$ cat src/rtl/spi_pwm_array.sv
// spi_pwm_array: SPI mode-0 register file driving an array of PWM channels.
// 16-bit frames {rw, addr[6:0], data[7:0]}; writes commit on chip-select rise,
// reads return the addressed register on CIPO during the data byte.
// Optional macro PWM_DOUBLE_BUFFER_EN: duty writes land in a shadow register
// that is copied to the active duty when the PWM counter wraps to 0.
`timescale 1ns/1ps
module spi_pwm_array #(
  parameter int unsigned NUM_CH   = 16,
  parameter int unsigned PWM_BITS = 8,
  parameter int unsigned CLK_DIV  = 3000
) (
  input  logic              clk,
  input  logic              rst_n,
  input  logic              spi_sclk,
  input  logic              spi_cs_n,
  input  logic              spi_copi,
  output logic              spi_cipo,
  output logic              spi_cipo_oe,
  output logic [NUM_CH-1:0] pwm_out
);

  localparam int unsigned NB   = NUM_CH / 8;
  localparam int unsigned PS_W = (CLK_DIV > 1) ? $clog2(CLK_DIV) : 1;

  // Synchronisers and edge-detect history
  logic [1:0] sclk_sync, cs_sync, copi_sync;
  logic       sclk_d, cs_d;
  logic       sclk_s, cs_s, copi_s;
  logic       sclk_rise, sclk_fall, cs_rise, cs_fall;

  // SPI shift state
  logic [4:0]  bit_cnt;
  logic [15:0] rx;
  logic [7:0]  tx;
  logic        tx_on;
  logic        rd_frame;
  logic [7:0]  rd_data;
  logic [31:0] ra, wa;
  logic        wr_en;

  // Register file
  logic [NUM_CH-1:0]   en_out, en_pwm;
  logic [PWM_BITS-1:0] duty [NUM_CH];
`ifdef PWM_DOUBLE_BUFFER_EN
  logic [PWM_BITS-1:0] duty_sh [NUM_CH];
`endif

  // Timebase
  logic [PS_W-1:0]     ps;
  logic [PWM_BITS-1:0] cnt;
  logic                tick, wrap_tick;

  // Two-stage synchronisers; cs_n idles high so reset leaves the bus deselected
  always_ff @(posedge clk) begin
    if (!rst_n) begin
      sclk_sync <= '0;
      cs_sync   <= '1;
      copi_sync <= '0;
      sclk_d    <= 1'b0;
      cs_d      <= 1'b1;
    end else begin
      sclk_sync <= {sclk_sync[0], spi_sclk};
      cs_sync   <= {cs_sync[0], spi_cs_n};
      copi_sync <= {copi_sync[0], spi_copi};
      sclk_d    <= sclk_sync[1];
      cs_d      <= cs_sync[1];
    end
  end

  assign sclk_s    = sclk_sync[1];
  assign cs_s      = cs_sync[1];
  assign copi_s    = copi_sync[1];
  assign sclk_rise = sclk_s & ~sclk_d;
  assign sclk_fall = ~sclk_s & sclk_d;
  assign cs_rise   = cs_s & ~cs_d;
  assign cs_fall   = ~cs_s & cs_d;

  assign spi_cipo_oe = ~cs_s;
  assign spi_cipo    = tx_on & tx[7];

  // Address of a read is complete once the 8th bit is on the synchronised COPI
  assign ra    = {25'd0, rx[5:0], copi_s};
  assign wa    = {25'd0, rx[14:8]};
  assign wr_en = cs_rise && (bit_cnt == 5'd16) && rx[15];

  // Frame receive and read shift-out; bit_cnt saturates at 17 so long frames never commit
  always_ff @(posedge clk) begin
    if (!rst_n) begin
      bit_cnt  <= '0;
      rx       <= '0;
      tx       <= '0;
      tx_on    <= 1'b0;
      rd_frame <= 1'b0;
    end else if (cs_fall) begin
      bit_cnt  <= '0;
      tx_on    <= 1'b0;
      rd_frame <= 1'b0;
    end else if (cs_rise) begin
      tx_on    <= 1'b0;
      rd_frame <= 1'b0;
    end else if (!cs_s) begin
      if (sclk_rise) begin
        rx <= {rx[14:0], copi_s};
        if (bit_cnt != 5'd17) bit_cnt <= bit_cnt + 5'd1;
        if ((bit_cnt == 5'd7) && !rx[6]) begin
          tx       <= rd_data;
          rd_frame <= 1'b1;
        end
      end else if (sclk_fall && rd_frame) begin
        // First fall after the load only exposes tx[7]; later falls shift
        if (!tx_on) tx_on <= 1'b1;
        else        tx    <= {tx[6:0], 1'b0};
      end
    end
  end

  // Readback multiplexer
  always_comb begin
    rd_data = '0;
    for (int unsigned k = 0; k < NB; k++) begin
      if (ra == k)      rd_data = en_out[8*k +: 8];
      if (ra == NB + k) rd_data = en_pwm[8*k +: 8];
    end
    for (int unsigned ch = 0; ch < NUM_CH; ch++) begin
`ifdef PWM_DOUBLE_BUFFER_EN
      if (ra == 2*NB + ch) rd_data = 8'(duty_sh[ch]);
`else
      if (ra == 2*NB + ch) rd_data = 8'(duty[ch]);
`endif
    end
  end

  // Register writes (and active-duty reload when double buffered)
  always_ff @(posedge clk) begin
    if (!rst_n) begin
      en_out <= '0;
      en_pwm <= '0;
      for (int unsigned ch = 0; ch < NUM_CH; ch++) begin
        duty[ch] <= '0;
`ifdef PWM_DOUBLE_BUFFER_EN
        duty_sh[ch] <= '0;
`endif
      end
    end else begin
      for (int unsigned k = 0; k < NB; k++) begin
        if (wr_en && (wa == k))      en_out[8*k +: 8] <= rx[7:0];
        if (wr_en && (wa == NB + k)) en_pwm[8*k +: 8] <= rx[7:0];
      end
      for (int unsigned ch = 0; ch < NUM_CH; ch++) begin
`ifdef PWM_DOUBLE_BUFFER_EN
        if (wr_en && (wa == 2*NB + ch)) duty_sh[ch] <= rx[PWM_BITS-1:0];
        if (wrap_tick) duty[ch] <= duty_sh[ch];
`else
        if (wr_en && (wa == 2*NB + ch)) duty[ch] <= rx[PWM_BITS-1:0];
`endif
      end
    end
  end

  assign tick      = (ps == PS_W'(CLK_DIV - 1));
  assign wrap_tick = tick && (cnt == '1);

  // Prescaler and shared PWM counter
  always_ff @(posedge clk) begin
    if (!rst_n) begin
      ps  <= '0;
      cnt <= '0;
    end else if (tick) begin
      ps  <= '0;
      cnt <= cnt + PWM_BITS'(1);
    end else begin
      ps  <= ps + PS_W'(1);
    end
  end

  // Registered channel outputs
  always_ff @(posedge clk) begin
    if (!rst_n) begin
      pwm_out <= '0;
    end else begin
      for (int unsigned ch = 0; ch < NUM_CH; ch++) begin
        pwm_out[ch] <= en_out[ch] &
                       (~en_pwm[ch] | (duty[ch] == '1) | (cnt < duty[ch]));
      end
    end
  end

endmodule

$ cat config.mk
export PLATFORM = sky130hd
export DESIGN_NAME = spi_pwm_array
export DESIGN_NICKNAME = d
export VERILOG_FILES = /design/src/rtl/spi_pwm_array.sv
export SDC_FILE = /design/constraint.sdc
export NUM_CORES = 1
export LEC_CHECK = 0
export ABC_AREA = 1
export CAP_MARGIN = 10
export CORE_UTILIZATION = 35
export CTS_BUF_LIST = sky130_fd_sc_hd__clkbuf_4 sky130_fd_sc_hd__clkbuf_8
export DETAILED_ROUTE_END_ITERATION = 10
export PLACE_DENSITY = 0.54
export SETUP_SLACK_MARGIN = 0.02
export SLEW_MARGIN = 20
export SYNTH_ARGS = -nofsm -noshare
export SYNTH_HDL_FRONTEND = slang
export SYNTH_SLANG_ARGS = --single-unit
$ cat constraint.sdc
create_clock -name clk -period 4.4 [get_ports clk]
set_input_delay 0.88 -clock clk [delete_from_list [all_inputs] [get_ports clk]]
set_output_delay 0.88 -clock clk [all_outputs]
set_load 0.01 [all_outputs]
Yosys cells after proc, flatten, opt, wreduce, memory -nomap -nowiden
Memory sizes are Yosys's and may differ from the RTL's.
Index checks and enable logic that the tools add are counted.
Widths: inputs -> output; s select.
- flip-flop bits (word level): 107
- RAM bits: 128
- input bits: 5
- output and inout port bits: 18
- logic and storage cells: 315
- memories kept: 1
- $add $sub $neg: 3
- $lt $le $gt $ge: 16
- equality and inequality tests: 59
- mux-type cells: 89
- bitwise gates (word level): 93
- reduce and logical (&&, ||, !) cells: 37
- memories (name ; words ; width ; read ports ; clocked after memory_dff ; wr ports ; line ; RTL):
    duty ; 16 ; 8 ; 16 ; 0 ; 16 ; 43 ; logic [PWM_BITS-1:0] duty [NUM_CH];
- operators by type and width (operator ; number):
    $mux 8 ; 40
    $eq 8x8->1 const B ; 16
    $lt 8x8->1 ; 16
    $eq 7x4->1 const B ; 16
    $logic_not 32->1 ; 2
    $eq 7x3->1 const B ; 8
    $eq 7x5->1 const B ; 8
    $mux 1 ; 49
    $or 1x1->1 ; 48
    $eq 7x2->1 const B ; 4
    $logic_and 1x1->1 ; 24
    $not 1->1 ; 24
    $and 1x1->1 ; 21
    $eq 7x1->1 const B ; 2
    $add 12x1->12 const B ; 1
    $eq 12x12->1 const B ; 1
    $add 8x1->8 const B ; 1
    $reduce_and 4->1 ; 2
    $reduce_and 3->1 ; 2
    $reduce_and 6->1 ; 1
    $add 5x1->5 const B ; 1
    $eq 5x3->1 const B ; 1
    $eq 5x5->1 const B ; 1
    $ne 5x5->1 const B ; 1
    other kinds (5) ; 7

Depth between registers and ports, before layout
Gate-level depths: netlist of the first run.
- depth in word-level cells: 23
- mapped depth: 19
- gate-level depth less buffers: 18

Least setup slack after synthesis of the first run
OpenSTA, ideal clock, no wires.
- path type: input -> register
- from: input port rst_n
- to: memory duty[13][0] (netlist: duty[1][40]) (enable)
- setup time: 357 ps
- arrival time: 1936 ps
- required time: 4043 ps
- setup slack: 2107 ps
- stages: 4
- path buffers: 3
- path through: clkbuf_1 > clkbuf_1 > clkbuf_1 > o21ai_0
- RTL lines (item ; line ; RTL):
    start: declaration ; 13 ; input logic rst_n,
    end: declaration ; 43 ;

Worst setup path in the final report of the first run
- from: register cnt[1]
- to: register pwm_out[13]
- cells in the longest elaborated chain, start to end: 3
- RTL lines (item ; line ; RTL):
    start: declaration ; 50 ; logic [PWM_BITS-1:0] cnt;
    start signal: assignment ; 170 ; cnt <= cnt + PWM_BITS'(1);
    $lt 8x8->1 ; 183 ; (~en_pwm[ch] | (duty[ch] == '1) | (cnt < duty[ch]));
    $or 1x1->1 ; 183 ;
    $and 1x1->1 ; 182 ; pwm_out[ch] <= en_out[ch] &
    end signal: indexed assignment ; 182 ;
    end: declaration ; 19 ; output logic [NUM_CH-1:0] pwm_out
Every way passes these cells.
A chain may end at the register's enable or synchronous reset.

==> impl_metrics.sql, run 1 <==
INSERT INTO impl_metrics (metric_group, metric, value, unit) VALUES
('pwr', 'power.sequential.fraction', '0.496', ''),
('grt', 'first_pass_grt_wire_length', '61300', 'um'),
('layout', 'area_delta_synth_final', '13.2', '%'),
('floorplanning', 'floorplan.die.height', '193', 'um'),
('timing', 'clock_skew', '0.0231', 'ns'),
('pwr', 'p_int', '3.74', 'mW'),
('synthesis', 'netlist_top_cells_count', 'sky130_fd_sc_hd__inv_1, sky130_fd_sc_hd__nand2_1, sky130_fd_sc_hd__nor2_1', ''),
('critical_path', 'r2r_start', 'cnt[1]', ''),
('grt', 'grtUsageMet3', '0.0343', ''),
('critical_path', 'timing.critical_path.required', '4.87', 'ns'),
('timing', 'min_period_over_period', '0.636', ''),
('job', 'timing.max_cap.violations', '0', ''),
('pwr', 'power.switching', '1.15', 'mW'),
('clocking', 'cts_buffers', '43', ''),
('floorplanning', 'starting_density_of_the_core', '0.358', ''),
('timing', 'unrepaired_setup_endpoints_after_global_routing', 'false', ''),
('synthesis', 'syn-instance-count', '1520', ''),
('synthesis', 'ys_top_cells_by_area', 'sky130_fd_sc_hd__edfxtp_1, sky130_fd_sc_hd__dfxtp_1, sky130_fd_sc_hd__ha_1', ''),
('synthesis', 'netlist-cell-type-count', '31', ''),
('routing', 'vias_per_cell', '5.23', ''),
('clocking', 'ctsLongestPathBuffers', '3', ''),
('synthesis', 'post-synth-top-area-fraction', '0.300', ''),
('critical_path', 'timing.setup.critical_path_class', 'flip-flop to flip-flop', ''),
('placement', 'placement.setup.worst_slack', '1.60', 'ns'),
('synthesis', 'synth_largest_area_cell', 'sky130_fd_sc_hd__edfxtp_1', ''),
('layout', 'seqCellArea', '0.00599', 'mm^2'),
('clocking', 'tritoncts', 'built', ''),
('grt', 'gr-usage-met1', '0.302', ''),
('layout', 'antenna_cells_inserted', '0', ''),
('synthesis', 'yosysWarnings', '0', ''),
('timing', 'layout_setup_ws', '1.60', 'ns'),
('placement', 'placement.cell_area', '0.0136', 'mm^2'),
('synthesis', 'synth_enable_flop_cells', '128', ''),
('clocking', 'post_cts_buffers', '0', ''),
('floorplanning', 'design.core.area', '0.0358', 'mm^2'),
('routing', 'drtAntennaViolNets', '0', ''),
('clocking', 'root_buffer_selected_by_cts', 'sky130_fd_sc_hd__clkbuf_8', ''),
('routing', 'detail_route.wl_per_cell', '19.6', 'um'),
('min_path', 'hp-class', 'flip-flop to flip-flop', ''),
('layout', 'final_design_area_no_fill', '0.0145', 'mm^2'),
('clocking', 'cts-htree-levels', '2', ''),
('critical_path', 'cp.arrival', '3.27', 'ns'),
('pwr', 'irDropWorstVdd', '0.163', 'mV'),
('synthesis', 'post_synth_instance_area', '0.0128', 'mm^2'),
('critical_path', 'timing.critical_path.to', 'pwm_out[13]', ''),
('grt', 'gr-total-overflow', '0', ''),
('grt', 'grt_use_total', '0.215', ''),
('clocking', 'ctsHoldBuffers', '0', ''),
('run_status', 'run_status', 'complete, no violations', ''),
('grt', 'grt_antenna_before_repair', '0', ''),
('grt', 'global_route.peak_usage_layer', 'met2', ''),
('floorplanning', 'placement_rows', '69', ''),
('grt', 'global_routing_usage_on_met2', '0.335', ''),
('timing', 'totalNegativeSetupSlack', '0', 'ns'),
('routing', 'via_count', '10800', ''),
('layout', 'n_fill_cell', '3630', ''),
('floorplanning', 'die_w', '193', 'um'),
('layout', 'multi_input_area', '0.00572', 'mm^2'),
('placement', 'port-buffer-count', '22', ''),
('timing', 'worst_pin_slew', '1.15', 'ns'),
('synthesis', 'asyncSetResetFlopFracSynth', '0', ''),
('critical_path', 'worstReg2RegEnd', 'pwm_out[13]', ''),
('placement', 'hpwlAfterDp', '30200', 'um'),
('clocking', 'post_cts_resize_count', '0', ''),
('routing', 'drt_pass1_iterations', '5', ''),
('synthesis', 'mappedNetlistNets', '1644', ''),
('timing', 'min_period', '2.80', 'ns'),
('synthesis', 'synthFlopType', 'sky130_fd_sc_hd__edfxtp_1', ''),
('pwr', 'clock_network_fraction_of_total_power', '0.464', ''),
('floorplanning', 'pin_count', '23', ''),
('timing', 'setup_violations', '0', '');
-- worst min-delay path by stage --
| stage | to | from | depth (start not counted) |
|---|---|---|---|
| after global placement | sclk_sync[1] | sclk_sync[0] | 2 |
| after floorplan | copi_sync[1] | copi_sync[0] | 2 |
| after global routing | cs_sync[1] | cs_sync[0] | 1 |
| after CTS | cs_sync[1] | cs_sync[0] | 1 |
| after detailed placement | cs_sync[1] | cs_sync[0] | 1 |
| final | cs_sync[1] | cs_sync[0] | 1 |
-- routing by layer --
layer,vias up,share of wire
li1,5243,-
met1,5092,0.46
met2,408,0.44
met3,63,0.072
met4,0,0.028
met5,-,0
-- kinds of logic (layout without fill, tap and decap cells) --
kind of cell | after synthesis | count (layout) | share of synthesized area
AND/OR/NAND/NOR | 586 | 586 | 0.199
flip-flops | 235 | 235 | 0.467
AO/OA/AOI/OAI | 287 | 287 | 0.129
adder cells (fa/ha/maj) | 119 | 119 | 0.116
buffers and inverters | 290 | 374 | 0.0867
XOR/XNOR | 3 | 3 | 0.00205
-- worst max-delay path, stage by stage (launching register included) --
cell                       delay (ns)
sky130_fd_sc_hd__dfxtp_1         0.87
sky130_fd_sc_hd__buf_4           0.35
sky130_fd_sc_hd__ha_1            0.25
sky130_fd_sc_hd__a21boi_0        0.12
sky130_fd_sc_hd__o211ai_1        0.22
sky130_fd_sc_hd__nand2_1         0.08
sky130_fd_sc_hd__a21oi_1         0.13
sky130_fd_sc_hd__nor2_1          0.05
sky130_fd_sc_hd__o21a_1          0.16
sky130_fd_sc_hd__o21ai_0         0.16
sky130_fd_sc_hd__a221oi_1        0.15
sky130_fd_sc_hd__nor3_1          0.16
-- through the flow --
stage,util,instances,hold WS (ns),power [mW]
after floorplan,-,1520,0.390,2.59
after global placement,0.379,1986,0.394,2.66
after detailed placement,0.379,1986,0.401,2.67
after CTS,0.405,2065,0.415,4.92
after global routing,0.405,2065,0.428,5.06
final,0.405,2065,0.414,4.89
-- cells in the final DEF (no fill, tap or decap), types with 5 or more instances in the layout --
cell,count
sky130_fd_sc_hd__buf_4,15
sky130_fd_sc_hd__o211ai_1,16
sky130_fd_sc_hd__nor4_1,13
sky130_fd_sc_hd__nor3b_1,5
sky130_fd_sc_hd__a221oi_1,6
sky130_fd_sc_hd__clkbuf_8,48
sky130_fd_sc_hd__inv_1,250
sky130_fd_sc_hd__clkbuf_4,16
sky130_fd_sc_hd__clkinv_2,7
sky130_fd_sc_hd__edfxtp_1,128
sky130_fd_sc_hd__inv_2,8
sky130_fd_sc_hd__nand3_1,38
sky130_fd_sc_hd__nor3_1,37
sky130_fd_sc_hd__nand2_1,236
sky130_fd_sc_hd__clkinv_1,5
sky130_fd_sc_hd__nand2_2,5
sky130_fd_sc_hd__a21oi_1,126
sky130_fd_sc_hd__nor2_2,8
sky130_fd_sc_hd__nor2_1,182
sky130_fd_sc_hd__o21ai_0,91
sky130_fd_sc_hd__a21boi_0,19
sky130_fd_sc_hd__o221a_2,10
sky130_fd_sc_hd__o21a_1,8
sky130_fd_sc_hd__dfxtp_1,107
sky130_fd_sc_hd__ha_1,119
sky130_fd_sc_hd__clkdlybuf4s50_1,21
sky130_fd_sc_hd__a22oi_1,7
sky130_fd_sc_hd__nand4_1,55
-- power groups by stage --
stage	logic, mW	registers [mW]	clock network [mW]
after global routing	0.224	2.43	2.40
after global placement	0.189	2.47	0
after floorplan	0.140	2.45	0
final	0.196	2.43	2.27
after CTS	0.195	2.43	2.30
after detailed placement	0.194	2.47	0
-- registers in the layout, indices dropped and copies added, names as in the netlist, 2 cells and up --
signal and count:
cnt 8, cs_sync 2, sclk_sync 2, pwm_out 16, duty 128, copi_sync 2, tx 8, en_out 16
bit_cnt 5, rx 16, ps 12, en_pwm 16
-- layout make-up --
class                      count  share of cell area
multi-input combinational    995               0.394
inverter                     258              0.0668
clock buffer                  64              0.0538
timing repair buffer          37              0.0226
tap                          461              0.0398
clock inverter                15             0.00992
sequential                   235               0.413
(Power assumes the default switching activity.)
==> inputs of run 2 (changes only) <==
clock period = 2.9 ns   (was 4.4 ns; I/O delays follow)
==> run 2 against run 1 <==
Net effect: flip-flop and latch count is the same; clock power grew 42%; hold slack lost 0.0032 ns; final area grew 2.6%; first-iteration DRC count grew 8.0%; power grew 48%; register-to-register slack lost 1.5 ns; utilization grew 1.0 points.
==> impl_metrics.sql, run 2 (synthesized netlist as in run 1, its figures left out) <==
INSERT INTO impl_metrics (metric_group, metric, value, unit) VALUES
('run_status', 'run_status', 'complete, no violations', ''),
('routing', 'drt_wl_total', '41600', 'um'),
('floorplanning', 'pin_count', '23', ''),
('job', 'timing.max_cap.violations', '0', ''),
('layout', 'most_common_cell_after_layout_fill_and_taps_aside', 'sky130_fd_sc_hd__inv_1', ''),
('critical_path', 'r2r_setup_slack', '0.13', 'ns'),
('critical_path', 'r2r_start', 'rx[3]', ''),
('critical_path', 'worstReg2RegEnd', 'tx[2]', ''),
('routing', 'vias_per_cell', '5.19', ''),
('floorplanning', 'die_w', '193', 'um'),
('critical_path', 'start_kind', 'flip-flop', ''),
('grt', 'grt_start_max_net_pins', '44', ''),
('critical_path', 'buffering_stage_count_on_the_worst_path_with_inverters_included', '3', ''),
('pwr', 'powerDensity', '486', 'mW/mm^2'),
('floorplanning', 'die-area', '0.0374', 'mm^2'),
('routing', 'drtAntennaViolNets', '0', ''),
('critical_path', 'timing.critical_path.required', '3.32', 'ns'),
('critical_path', 'cp.depth', '18', ''),
('clocking', 'clk-insertion-delay-late', '0.57', 'ns'),
('clocking', 'cts-htree-levels', '2', ''),
('critical_path', 'timing.setup.critical_path_class', 'flip-flop to flip-flop', ''),
('timing', 'unrepaired_setup_endpoints_after_global_routing', 'false', ''),
('placement', 'hpwlAfterDp', '30600', 'um'),
('clocking', 'cts_buffers', '43', ''),
('timing', 'clock_skew', '0.0225', 'ns'),
('grt', 'grt_use_total', '0.223', ''),
('critical_path', 'timing.critical_path.fanout_max', '10', ''),
('clocking', 'clock_sinks', '235', ''),
('timing', 'pins_over_slew_limit', '0', ''),
('grt', 'first_pass_grt_wire_length', '63000', 'um'),
('layout', 'largest_register_ff_count', '128', ''),
('layout', 'antenna_cells_inserted', '0', ''),
('layout', 'max_flop_register', 'duty', ''),
('layout', 'fin_cells', '2104', ''),
('critical_path', 'worst_r2r_path_depth', '18', ''),
('timing', 'timing.final.hold_violations', '0', ''),
('grt', 'grt_antenna_before_repair', '0', ''),
('timing', 'worst_pin_slew', '0.899', 'ns'),
('critical_path', 'cp.arrival', '3.19', 'ns'),
('grt', 'first_global_vias', '10500', ''),
('layout', 'n_fill_cell', '3589', ''),
('critical_path', 'crit_slowest_cell', 'sky130_fd_sc_hd__dfxtp_1', ''),
('floorplanning', 'design.core.area', '0.0358', 'mm^2'),
('placement', 'placed_cells', '2023', ''),
('routing', 'drcViolationCount', '0', ''),
('critical_path', 'cp_cell_sequence', 'inv_2 > nand2_2 > nor2_4 > nand2_2 > nor2_4 > inv_1 > o21ai_1 > inv_1 > nand2_1 > nand3_1 > nand2_1 > nand4_1 > nor2_1 > nand4_1 > nor2_1 > nand4_1 > nand2_1 > a21oi_1', ''),
('clocking', 'root_buffer_selected_by_cts', 'sky130_fd_sc_hd__clkbuf_8', ''),
('routing', 'detail_route.wl_per_cell', '19.8', 'um'),
('routing', 'via_count', '10900', ''),
('timing', 'min_hold_slack', '0.411', 'ns'),
('min_path', 'min_path_cells', '1', ''),
('pwr', 'total_leakage_power', '6.26', 'nW'),
('placement', 'routabilityCongestion', '0.953', ''),
('critical_path', 'worst_setup_path_end_kind', 'flip-flop', ''),
('critical_path', 'crit_start', 'rx[3]', ''),
('timing', 'totalNegativeSetupSlack', '0', 'ns'),
('placement', 'port-buffer-count', '22', ''),
('routing', 'drt_pass1_iterations', '7', ''),
('timing', 'setup_violations', '0', ''),
('floorplanning', 'placement_rows', '69', ''),
('timing', 'min_period', '2.77', 'ns'),
('min_path', 'hp-class', 'flip-flop to flip-flop', ''),
('layout', 'share_of_layout_cells_above_drive_strength_1', '0.108', ''),
('layout', 'area_delta_synth_final', '16.1', '%'),
('floorplanning', 'floorplan.die.height', '193', 'um'),
('critical_path', 'timing.critical_path.to', 'tx[2]', ''),
('clocking', 'clkTransAtPathRegs', '0.06', 'ns'),
('routing', 'drtIter0Drc', '1051', ''),
('layout', 'layout_common_cells', 'sky130_fd_sc_hd__inv_1, sky130_fd_sc_hd__nand2_1, sky130_fd_sc_hd__nor2_1, sky130_fd_sc_hd__edfxtp_1, sky130_fd_sc_hd__a21oi_1', ''),
('pwr', 'irDropWorstVdd', '0.335', 'mV'),
('clocking', 'ctsLongestPathBuffers', '3', ''),
('critical_path', 'critical_path.max_stage_delay', '0.36', 'ns'),
('grt', 'gr-total-overflow', '0', ''),
('timing', 'min_period_over_period', '0.957', ''),
('clocking', 'tritoncts', 'built', ''),
('layout', 'layout.nets', '1736', ''),
('floorplanning', 'starting_density_of_the_core', '0.358', ''),
('layout', 'finalCoreUtilization', '0.415', ''),
('pwr', 'power.total', '7.23', 'mW'),
('timing', 'achievable-frequency', '0.360', 'GHz'),
('timing', 'max-slew-margin-rel', '0.400', ''),
('critical_path', 'cpLargestDelayFamily', 'simple AND/OR/NAND/NOR gates', '');
run 2: cell types whose count changed in the layout (fill, tap and decap cells not counted), moves of 3 or more:
cell,before,now
sky130_fd_sc_hd__buf_12,0,7
sky130_fd_sc_hd__buf_4,15,48
sky130_fd_sc_hd__clkbuf_8,48,45
sky130_fd_sc_hd__dfxtp_1,107,102
sky130_fd_sc_hd__dfxtp_2,0,4
sky130_fd_sc_hd__nor2_1,182,178
sky130_fd_sc_hd__nor2_2,8,12
run 2: per-layer routing:
metal,global-route usage,routed length [um],up-vias
li1,-,-,5335
met1,0.318,19400,5159
met3,0.0316,2880,71
met2,0.348,18200,354
met5,0,0,-
met4,0.0673,1090,0
run 2: what timing repair did:
| item | CTS | global route |
|---|---|---|
| hold buffers | 0 | 0 |
| gates resized for setup | 2 | 14 |
| gates cloned | 0 | 0 |
| endpoints found under the setup margin | 2 | 4 |
| buffers inserted | 0 | 5 |
| pin swaps | 0 | 12 |
run 2: worst reg2reg max path: cells and delay by family, from the launching register on:
kind,cells,cell delay [ns]
compound gates,2,0.14
buf+inv,3,0.26
flops,1,0.36
simple gates,13,1.89
run 2: power by group:
part           switching [mW]  internal, mW
Sequential             0.0778          3.60
Combinational           0.219        0.0985
Clock                    1.44          1.79
run 2: layout make-up:
class / count / area (um^2) / area share
repair buffers: 79 / 738 / 0.0496
well taps: 461 / 577 / 0.0388
multi-input cells: 995 / 5740 / 0.386
flip-flops and latches: 235 / 5990 / 0.403
clock inverters: 17 / 129 / 0.00867
inverters: 258 / 968 / 0.0651
clock buffers: 59 / 724 / 0.0487
run 2: how the worst min path moves through the flow:
stage               slack, ns            to         start
CTS                      0.42  sclk_sync[1]  sclk_sync[0]
global route             0.44    cs_sync[1]    cs_sync[0]
floorplan                0.39  copi_sync[1]  copi_sync[0]
finish                   0.41    cs_sync[1]    cs_sync[0]
global placement         0.39  sclk_sync[1]  sclk_sync[0]
detailed placement       0.40  sclk_sync[1]  sclk_sync[0]
run 2: stage by stage:
step	instance area, um^2	setup slack [ns]
after floorplan	12800	0.878
after global placement	13900	0.0433
after detailed placement	13900	0.00378
after CTS	14800	0.0296
after global routing	14900	0.0110
final	14900	0.125
